### config.mk
export PLATFORM = sky130hd
export DESIGN_NAME = twiddle_mult_flat
export DESIGN_NICKNAME = d
export VERILOG_FILES = /design/src/rtl/fft_pkg.sv /design/src/rtl/twiddle_mult_if.sv /design/src/rtl/cmul_q88.sv /design/src/rtl/twiddle_mult.sv /design/src/flat_wrapper.sv
export SDC_FILE = /design/constraint.sdc
export NUM_CORES = 2
export LEC_CHECK = 0
export ABC_AREA = 1
export BUFFER_PORTS_ARGS = -buffer_cell sky130_fd_sc_hd__buf_2
export CORE_MARGIN = 8
export CORE_UTILIZATION = 35
export DETAILED_ROUTE_END_ITERATION = 6
export GPL_ROUTABILITY_DRIVEN = 0
export PLACE_DENSITY = 0.54
export SKIP_CTS_REPAIR_TIMING = 1
export SLEW_MARGIN = 10
export SYNTH_ARGS = -nofsm -noshare
export SYNTH_HDL_FRONTEND = slang
export SYNTH_HIERARCHICAL = 1
export SYNTH_SLANG_ARGS = --single-unit
### constraint.sdc
create_clock -name clk -period 18 [get_ports clk]
set_input_delay 3.6 -clock clk [delete_from_list [all_inputs] [get_ports clk]]
set_output_delay 3.6 -clock clk [all_outputs]
set_load 0.05 [all_outputs]
### src/rtl/fft_pkg.sv
// Shared FFT datapath types and constants.
// Q8.8 complex sample and saturation helper.
package fft_pkg;

  localparam int DATA_W  = 16;
  localparam int FRAC_W  = 8;
  localparam int N_FFT   = 16;
  localparam int TW_NUM  = 8;
  localparam int SAT_MAX = 32767;
  localparam int SAT_MIN = -32768;

  localparam int IDX_W  = $clog2(N_FFT);
  localparam int TW_W   = $clog2(TW_NUM);
  localparam int PROD_W = 2 * DATA_W;
  localparam int SUM_W  = 2 * DATA_W + 1;

  typedef logic signed [DATA_W-1:0] q88_t;

  typedef struct packed {
    q88_t re;
    q88_t im;
  } cplx_t;

  function automatic q88_t sat(
    input logic signed [SUM_W-1:0] x
  );
    if (x > SUM_W'(SAT_MAX)) begin
      sat = q88_t'(SAT_MAX);
    end else if (x < SUM_W'(SAT_MIN)) begin
      sat = q88_t'(SAT_MIN);
    end else begin
      sat = x[DATA_W-1:0];
    end
  endfunction

endpackage

### src/rtl/twiddle_mult_if.sv
// Sample stream handshake bundle for the
// twiddle-multiply stage.
interface twiddle_mult_if;
  import fft_pkg::*;

  logic in_valid;
  logic in_ready;
  q88_t in_r;
  q88_t in_i;
  logic out_valid;
  logic out_ready;
  q88_t out_r;
  q88_t out_i;
  logic out_last;

  modport master (
    output in_valid,
    output in_r,
    output in_i,
    output out_ready,
    input  in_ready,
    input  out_valid,
    input  out_r,
    input  out_i,
    input  out_last
  );

  modport slave (
    input  in_valid,
    input  in_r,
    input  in_i,
    input  out_ready,
    output in_ready,
    output out_valid,
    output out_r,
    output out_i,
    output out_last
  );

endinterface

### src/rtl/cmul_q88.sv
// Two-stage Q8.8 complex multiplier with bypass.
// TWMUL_ROUND_EN: round half up before the shift.
module cmul_q88
  import fft_pkg::*;
(
  input  logic  clk,
  input  logic  rst,
  input  logic  en,
  input  logic  byp,
  input  cplx_t a,
  input  cplx_t w,
  output cplx_t y
);

`ifdef TWMUL_ROUND_EN
  localparam int RND = 2 ** (FRAC_W - 1);
`else
  localparam int RND = 0;
`endif

  logic signed [PROD_W-1:0] rr_d, rr_q;
  logic signed [PROD_W-1:0] ii_d, ii_q;
  logic signed [PROD_W-1:0] ri_d, ri_q;
  logic signed [PROD_W-1:0] ir_d, ir_q;
  logic  byp_d, byp_q;
  cplx_t a_d, a_q;
  cplx_t y_d, y_q;

  logic signed [SUM_W-1:0] re_s, im_s;
  logic signed [SUM_W-1:0] re_t, im_t;

  always_comb begin
    rr_d  = rr_q;
    ii_d  = ii_q;
    ri_d  = ri_q;
    ir_d  = ir_q;
    byp_d = byp_q;
    a_d   = a_q;
    if (en) begin
      rr_d  = PROD_W'($signed(a.re))
            * PROD_W'($signed(w.re));
      ii_d  = PROD_W'($signed(a.im))
            * PROD_W'($signed(w.im));
      ri_d  = PROD_W'($signed(a.re))
            * PROD_W'($signed(w.im));
      ir_d  = PROD_W'($signed(a.im))
            * PROD_W'($signed(w.re));
      byp_d = byp;
      a_d   = a;
    end
  end

  always_comb begin
    re_s = SUM_W'(rr_q) - SUM_W'(ii_q)
         + SUM_W'(RND);
    im_s = SUM_W'(ri_q) + SUM_W'(ir_q)
         + SUM_W'(RND);
    re_t = re_s >>> FRAC_W;
    im_t = im_s >>> FRAC_W;
    y_d  = y_q;
    if (en) begin
      // Bypass forwards the raw input so it
      // never sees rounding or saturation.
      if (byp_q) begin
        y_d = a_q;
      end else begin
        y_d.re = sat(re_t);
        y_d.im = sat(im_t);
      end
    end
  end

  always_ff @(posedge clk or negedge rst) begin
    if (!rst) begin
      rr_q  <= '0;
      ii_q  <= '0;
      ri_q  <= '0;
      ir_q  <= '0;
      byp_q <= 1'b0;
      a_q   <= '0;
      y_q   <= '0;
    end else begin
      rr_q  <= rr_d;
      ii_q  <= ii_d;
      ri_q  <= ri_d;
      ir_q  <= ir_d;
      byp_q <= byp_d;
      a_q   <= a_d;
      y_q   <= y_d;
    end
  end

  assign y = y_q;

endmodule

### src/rtl/twiddle_mult.sv
// FFT twiddle-multiply stage: index counter,
// bypass select, handshake. See TWMUL_ROUND_EN.
module twiddle_mult
  import fft_pkg::*;
(
  input  logic                     clk,
  input  logic                     rst,
  input  logic [TW_NUM*DATA_W-1:0] tw_r,
  input  logic [TW_NUM*DATA_W-1:0] tw_i,
  twiddle_mult_if.slave            io
);

  logic en;
  logic accept;
  logic byp;
  logic [TW_W-1:0] k;
  cplx_t a, w, y;

  logic [IDX_W-1:0] idx_d, idx_q;
  logic s1_valid_d, s1_valid_q;
  logic s1_last_d, s1_last_q;
  logic out_valid_d, out_valid_q;
  logic out_last_d, out_last_q;

  always_comb begin
    en     = !out_valid_q || io.out_ready;
    accept = io.in_valid && en;
    k      = idx_q[TW_W-1:0];
    byp    = idx_q < IDX_W'(N_FFT / 2);
    a.re   = io.in_r;
    a.im   = io.in_i;
    w.re   = tw_r[DATA_W*int'(k) +: DATA_W];
    w.im   = tw_i[DATA_W*int'(k) +: DATA_W];
  end

  always_comb begin
    idx_d       = idx_q;
    s1_valid_d  = s1_valid_q;
    s1_last_d   = s1_last_q;
    out_valid_d = out_valid_q;
    out_last_d  = out_last_q;
    if (en) begin
      s1_valid_d  = accept;
      s1_last_d   = accept
                 && (idx_q == IDX_W'(N_FFT - 1));
      out_valid_d = s1_valid_q;
      out_last_d  = s1_last_q;
      if (accept) begin
        idx_d = idx_q + 1'b1;
      end
    end
  end

  always_ff @(posedge clk or negedge rst) begin
    if (!rst) begin
      idx_q       <= '0;
      s1_valid_q  <= 1'b0;
      s1_last_q   <= 1'b0;
      out_valid_q <= 1'b0;
      out_last_q  <= 1'b0;
    end else begin
      idx_q       <= idx_d;
      s1_valid_q  <= s1_valid_d;
      s1_last_q   <= s1_last_d;
      out_valid_q <= out_valid_d;
      out_last_q  <= out_last_d;
    end
  end

  cmul_q88 u_cmul (
    .clk (clk),
    .rst (rst),
    .en  (en),
    .byp (byp),
    .a   (a),
    .w   (w),
    .y   (y)
  );

  assign io.in_ready  = en;
  assign io.out_valid = out_valid_q;
  assign io.out_r     = y.re;
  assign io.out_i     = y.im;
  assign io.out_last  = out_last_q;

endmodule

### src/flat_wrapper.sv
// flat-port wrapper written by rule: the top's interface ports become plain ports
module twiddle_mult_flat import fft_pkg::*;
  (clk, rst, tw_r, tw_i, io_in_valid, io_in_r, io_in_i, io_out_ready, io_in_ready, io_out_valid, io_out_r, io_out_i, io_out_last);
  twiddle_mult_if io_i ();
  input  logic clk;
  input  logic rst;
  input  logic [TW_NUM*DATA_W-1:0] tw_r;
  input  logic [TW_NUM*DATA_W-1:0] tw_i;
  input wire logic [$bits(io_i.in_valid)-1:0] io_in_valid;
  input wire logic [$bits(io_i.in_r)-1:0] io_in_r;
  input wire logic [$bits(io_i.in_i)-1:0] io_in_i;
  input wire logic [$bits(io_i.out_ready)-1:0] io_out_ready;
  output wire logic [$bits(io_i.in_ready)-1:0] io_in_ready;
  output wire logic [$bits(io_i.out_valid)-1:0] io_out_valid;
  output wire logic [$bits(io_i.out_r)-1:0] io_out_r;
  output wire logic [$bits(io_i.out_i)-1:0] io_out_i;
  output wire logic [$bits(io_i.out_last)-1:0] io_out_last;
  assign io_i.in_valid = io_in_valid;
  assign io_i.in_r = io_in_r;
  assign io_i.in_i = io_in_i;
  assign io_i.out_ready = io_out_ready;
  assign io_in_ready = io_i.in_ready;
  assign io_out_valid = io_i.out_valid;
  assign io_out_r = io_i.out_r;
  assign io_out_i = io_i.out_i;
  assign io_out_last = io_i.out_last;
  twiddle_mult u_core (.clk(clk), .rst(rst), .tw_r(tw_r), .tw_i(tw_i), .io(io_i));
endmodule
==> results.py <==
metrics = {
    "outcome": {
        "status": "finished, final reports clean",
    },
    "clock_network": {
        "clkSinkCount": 201,
        "cts_tree": "yes",
        "clkTransAtPathRegs_ns": 0.07,
        "cts_buffers": 30,
        "htreeDepth": 1,
        "insertion_delay_ns": 0.66,
        "clk_path_buf_depth": 3,
        "ctsRootBufferMaster": "clkbuf_16",
    },
    "synthesis": {
        "netlist_area_sq_um": 56600,
        "yosysTopAreaCell": "fa_1",
        "syn_area_per_cell_sq_um": 7.23,
        "synth-async-reset-ratio_pct": 100,
        "yosysSeqAreaShare_pct": 8.88,
        "synth-edff-count": 0,
        "netlist.area_leader.share_pct": 37.1,
        "synth.area.top_cells": "fa_1, nand2_1, inv_1, dfrtp_1, ha_1",
        "synthFlopType": "dfrtp_1",
        "synth_nets": 9563,
        "yosysWarnings": 6,
        "ys_seq_elements": 201,
        "syn_inst": 7832,
        "yosysUniqueCellTypes": 54,
    },
    "sta": {
        "finalSetupViolCount": 0,
        "setup_slack_ns": 7.95,
        "rsz0062_at_grt": "no",
        "max_freq_mhz": 99.5,
        "finalMaxSlewViolations": 0,
        "relSlewSlack_pct": 34.1,
        "tns_ns": 0,
        "worst_pin_slew_ns": 0.989,
        "period_share_pct": 55.9,
        "layout_min_cycle_time_ns": 10.05,
        "hold_viol": 0,
        "fin_worst_skew_ns": 0.0355,
    },
    "route": {
        "highest_layer": "met5",
        "via_per_inst": 4.72,
        "wl_per_cell_um": 17.6,
        "dr_total_vias": 47807,
        "drc": 0,
        "met2_length_um": 82800,
        "final_antenna_net_count": 0,
        "dr.pass1.iters": 5,
        "routed_wl_um": 178000,
        "met1_length_um": 78300,
        "drtIter0Drc": 2995,
        "dr_wl_met3_um": 10200,
    },
    "grt": {
        "antenna_found_initial": 7,
        "grt_max_degree": 96,
        "gr-total-overflow": 0,
        "grt_pass1_wl_um": 287000,
        "grt_usage_pct": 20.6,
        "grt_pass1_vias": 51055,
    },
    "floorplan": {
        "initial_core_util_pct": 35.3,
        "num_rows": 147,
        "core_area_sq_um": 161000,
        "die-height_um": 418,
        "die-area_sq_um": 175000,
        "die_w_um": 418,
        "ios": 327,
    },
    "worst_setup_path": {
        "slowest_stage": "clkinv_1",
        "critPathRequiredTime_ns": 18.47,
        "startpoint_type": "input port",
        "worstReg2RegEnd": "u_core/u_cmul/ii_q[27]",
        "path_class": "in2reg",
        "crit_top_cell": "fa_1",
        "reg2reg_depth": 28,
        "rrSetupSlack_ns": 8.88,
        "cp_top_family": "adder cells",
        "rr_startpoint": "u_core/idx_q[0]",
        "crit_path_max_incr_delay_ns": 0.65,
        "critical_path_peak_fanout": 16,
        "worst_ep_arrival_time_ns": 10.53,
        "crit_buf_inv": 7,
        "endpoint_kind": "flip-flop",
    },
    "hold_path": {
        "min_path_type": "reg2reg",
        "worstHoldStart": "u_core/s1_valid_q",
        "hold_end": "u_core/io.out_valid",
        "hold_depth": 2,
    },
    "finish": {
        "fin_util_pct": 38.1,
        "mostFrequentLayoutCells": "nand2_1, inv_1, fa_1, ha_1, buf_2",
        "drive_above_1_share_pct": 6.82,
        "layout_commonest_cell": "nand2_1",
        "syn_to_final_growth_pct": 8.11,
        "final_nets": 9680,
    },
    "placement": {
        "port_buffers": 326,
        "dpl.hpwl_um": 141000,
        "pre_cts_ws_ns": 7.32,
    },
    "job": {
        "cap_violations": 0,
    },
}
-- registers in the layout, summed over array words and instances (netlist names) --
signal / flops
u_core/u_cmul/a_q: 32
u_core/u_cmul/ii_q: 32
u_core/u_cmul/ir_q: 32
u_core/u_cmul/ri_q: 32
u_core/u_cmul/rr_q: 32
u_core/u_cmul/y: 32
u_core/idx_q: 4
u_core/io.out_last: 1
u_core/io.out_valid: 1
u_core/s1_last_q: 1
u_core/s1_valid_q: 1
u_core/u_cmul/byp_q: 1
-- cells in the mapped netlist, drive strengths merged (6+ instances only) --
master / n
nand2: 2342
inv: 2258
fa: 1048
ha: 391
nand3: 274
clkbuf: 266
a21oi: 231
o21ai: 224
nor2: 220
dfrtp: 201
xnor2: 74
xor2: 71
buf: 51
nor3: 28
or2: 25
o21bai: 21
nand4: 19
a21o: 17
a31oi: 17
a21boi: 10
o211ai: 6
-- layout make-up --
cell class / count / area, sq um
Fill cell: 17092 / 99400
Timing Repair Buffer: 402 / 2210
Multi-Input combinational cell: 5052 / 41800
Tap cell: 2160 / 2700
Clock inverter: 13 / 161
Antenna cell: 1 / 2.50
Inverter: 2262 / 8500
Sequential cell: 201 / 5030
Clock buffer: 41 / 852
-- metrics by stage --
stage	instances	hold slack [ns]	instance area [sq um]
2_1_floorplan	7832	0.420	56600
3_3_place_gp	10077	0.431	60200
3_5_place_dp	10077	0.450	60200
4_1_cts	10131	0.468	61200
5_1_grt	10132	0.498	61200
6_report	10132	0.463	61200
-- kinds of logic (layout without fill, tap and decap cells) --
family | count (synthesis) | after routing | share of synthesized area [%]
other | 0 | 1 | 0
xor gates and xnor gates | 145 | 145 | 2.24
and+or+nand+nor | 2925 | 2925 | 20.6
AOI/OAI and AO/OA | 543 | 543 | 5.20
DFF | 201 | 201 | 8.88
buffers and inverters | 2579 | 2718 | 17.4
adders and majority gates | 1439 | 1439 | 45.7
-- tightest hold or removal path, stage by stage, from the launching register on --
cell,delay (ns)
dfrtp_1,0.32
inv_1,0.05
nand2_1,0.06
-- worst max path at each step --
stage / start / to / slack, ns / depth (start not counted)
after global routing: tw_i[47] / u_core/u_cmul/ii_q[27] / 7.56 / 28
after global placement: tw_i[47] / u_core/u_cmul/ii_q[27] / 7.38 / 28
after CTS: tw_i[47] / u_core/u_cmul/ii_q[27] / 8.00 / 28
final: tw_i[47] / u_core/u_cmul/ii_q[27] / 7.95 / 28
after floorplan: tw_r[115] / u_core/u_cmul/ir_q[28] / 8.68 / 28
after detailed placement: tw_i[47] / u_core/u_cmul/ii_q[27] / 7.32 / 28
-- metal layers --
metal / vias to the layer above / track usage, %
li1: 22615 / -
met1: 23455 / 27.8
met2: 1448 / 34.6
met3: 287 / 2.45
met4: 2 / 6.39
met5: - / 0
Power is left out: the tool's default activity adds up to more than one toggle a clock period on the data nets, which glitch-free logic cannot reach.
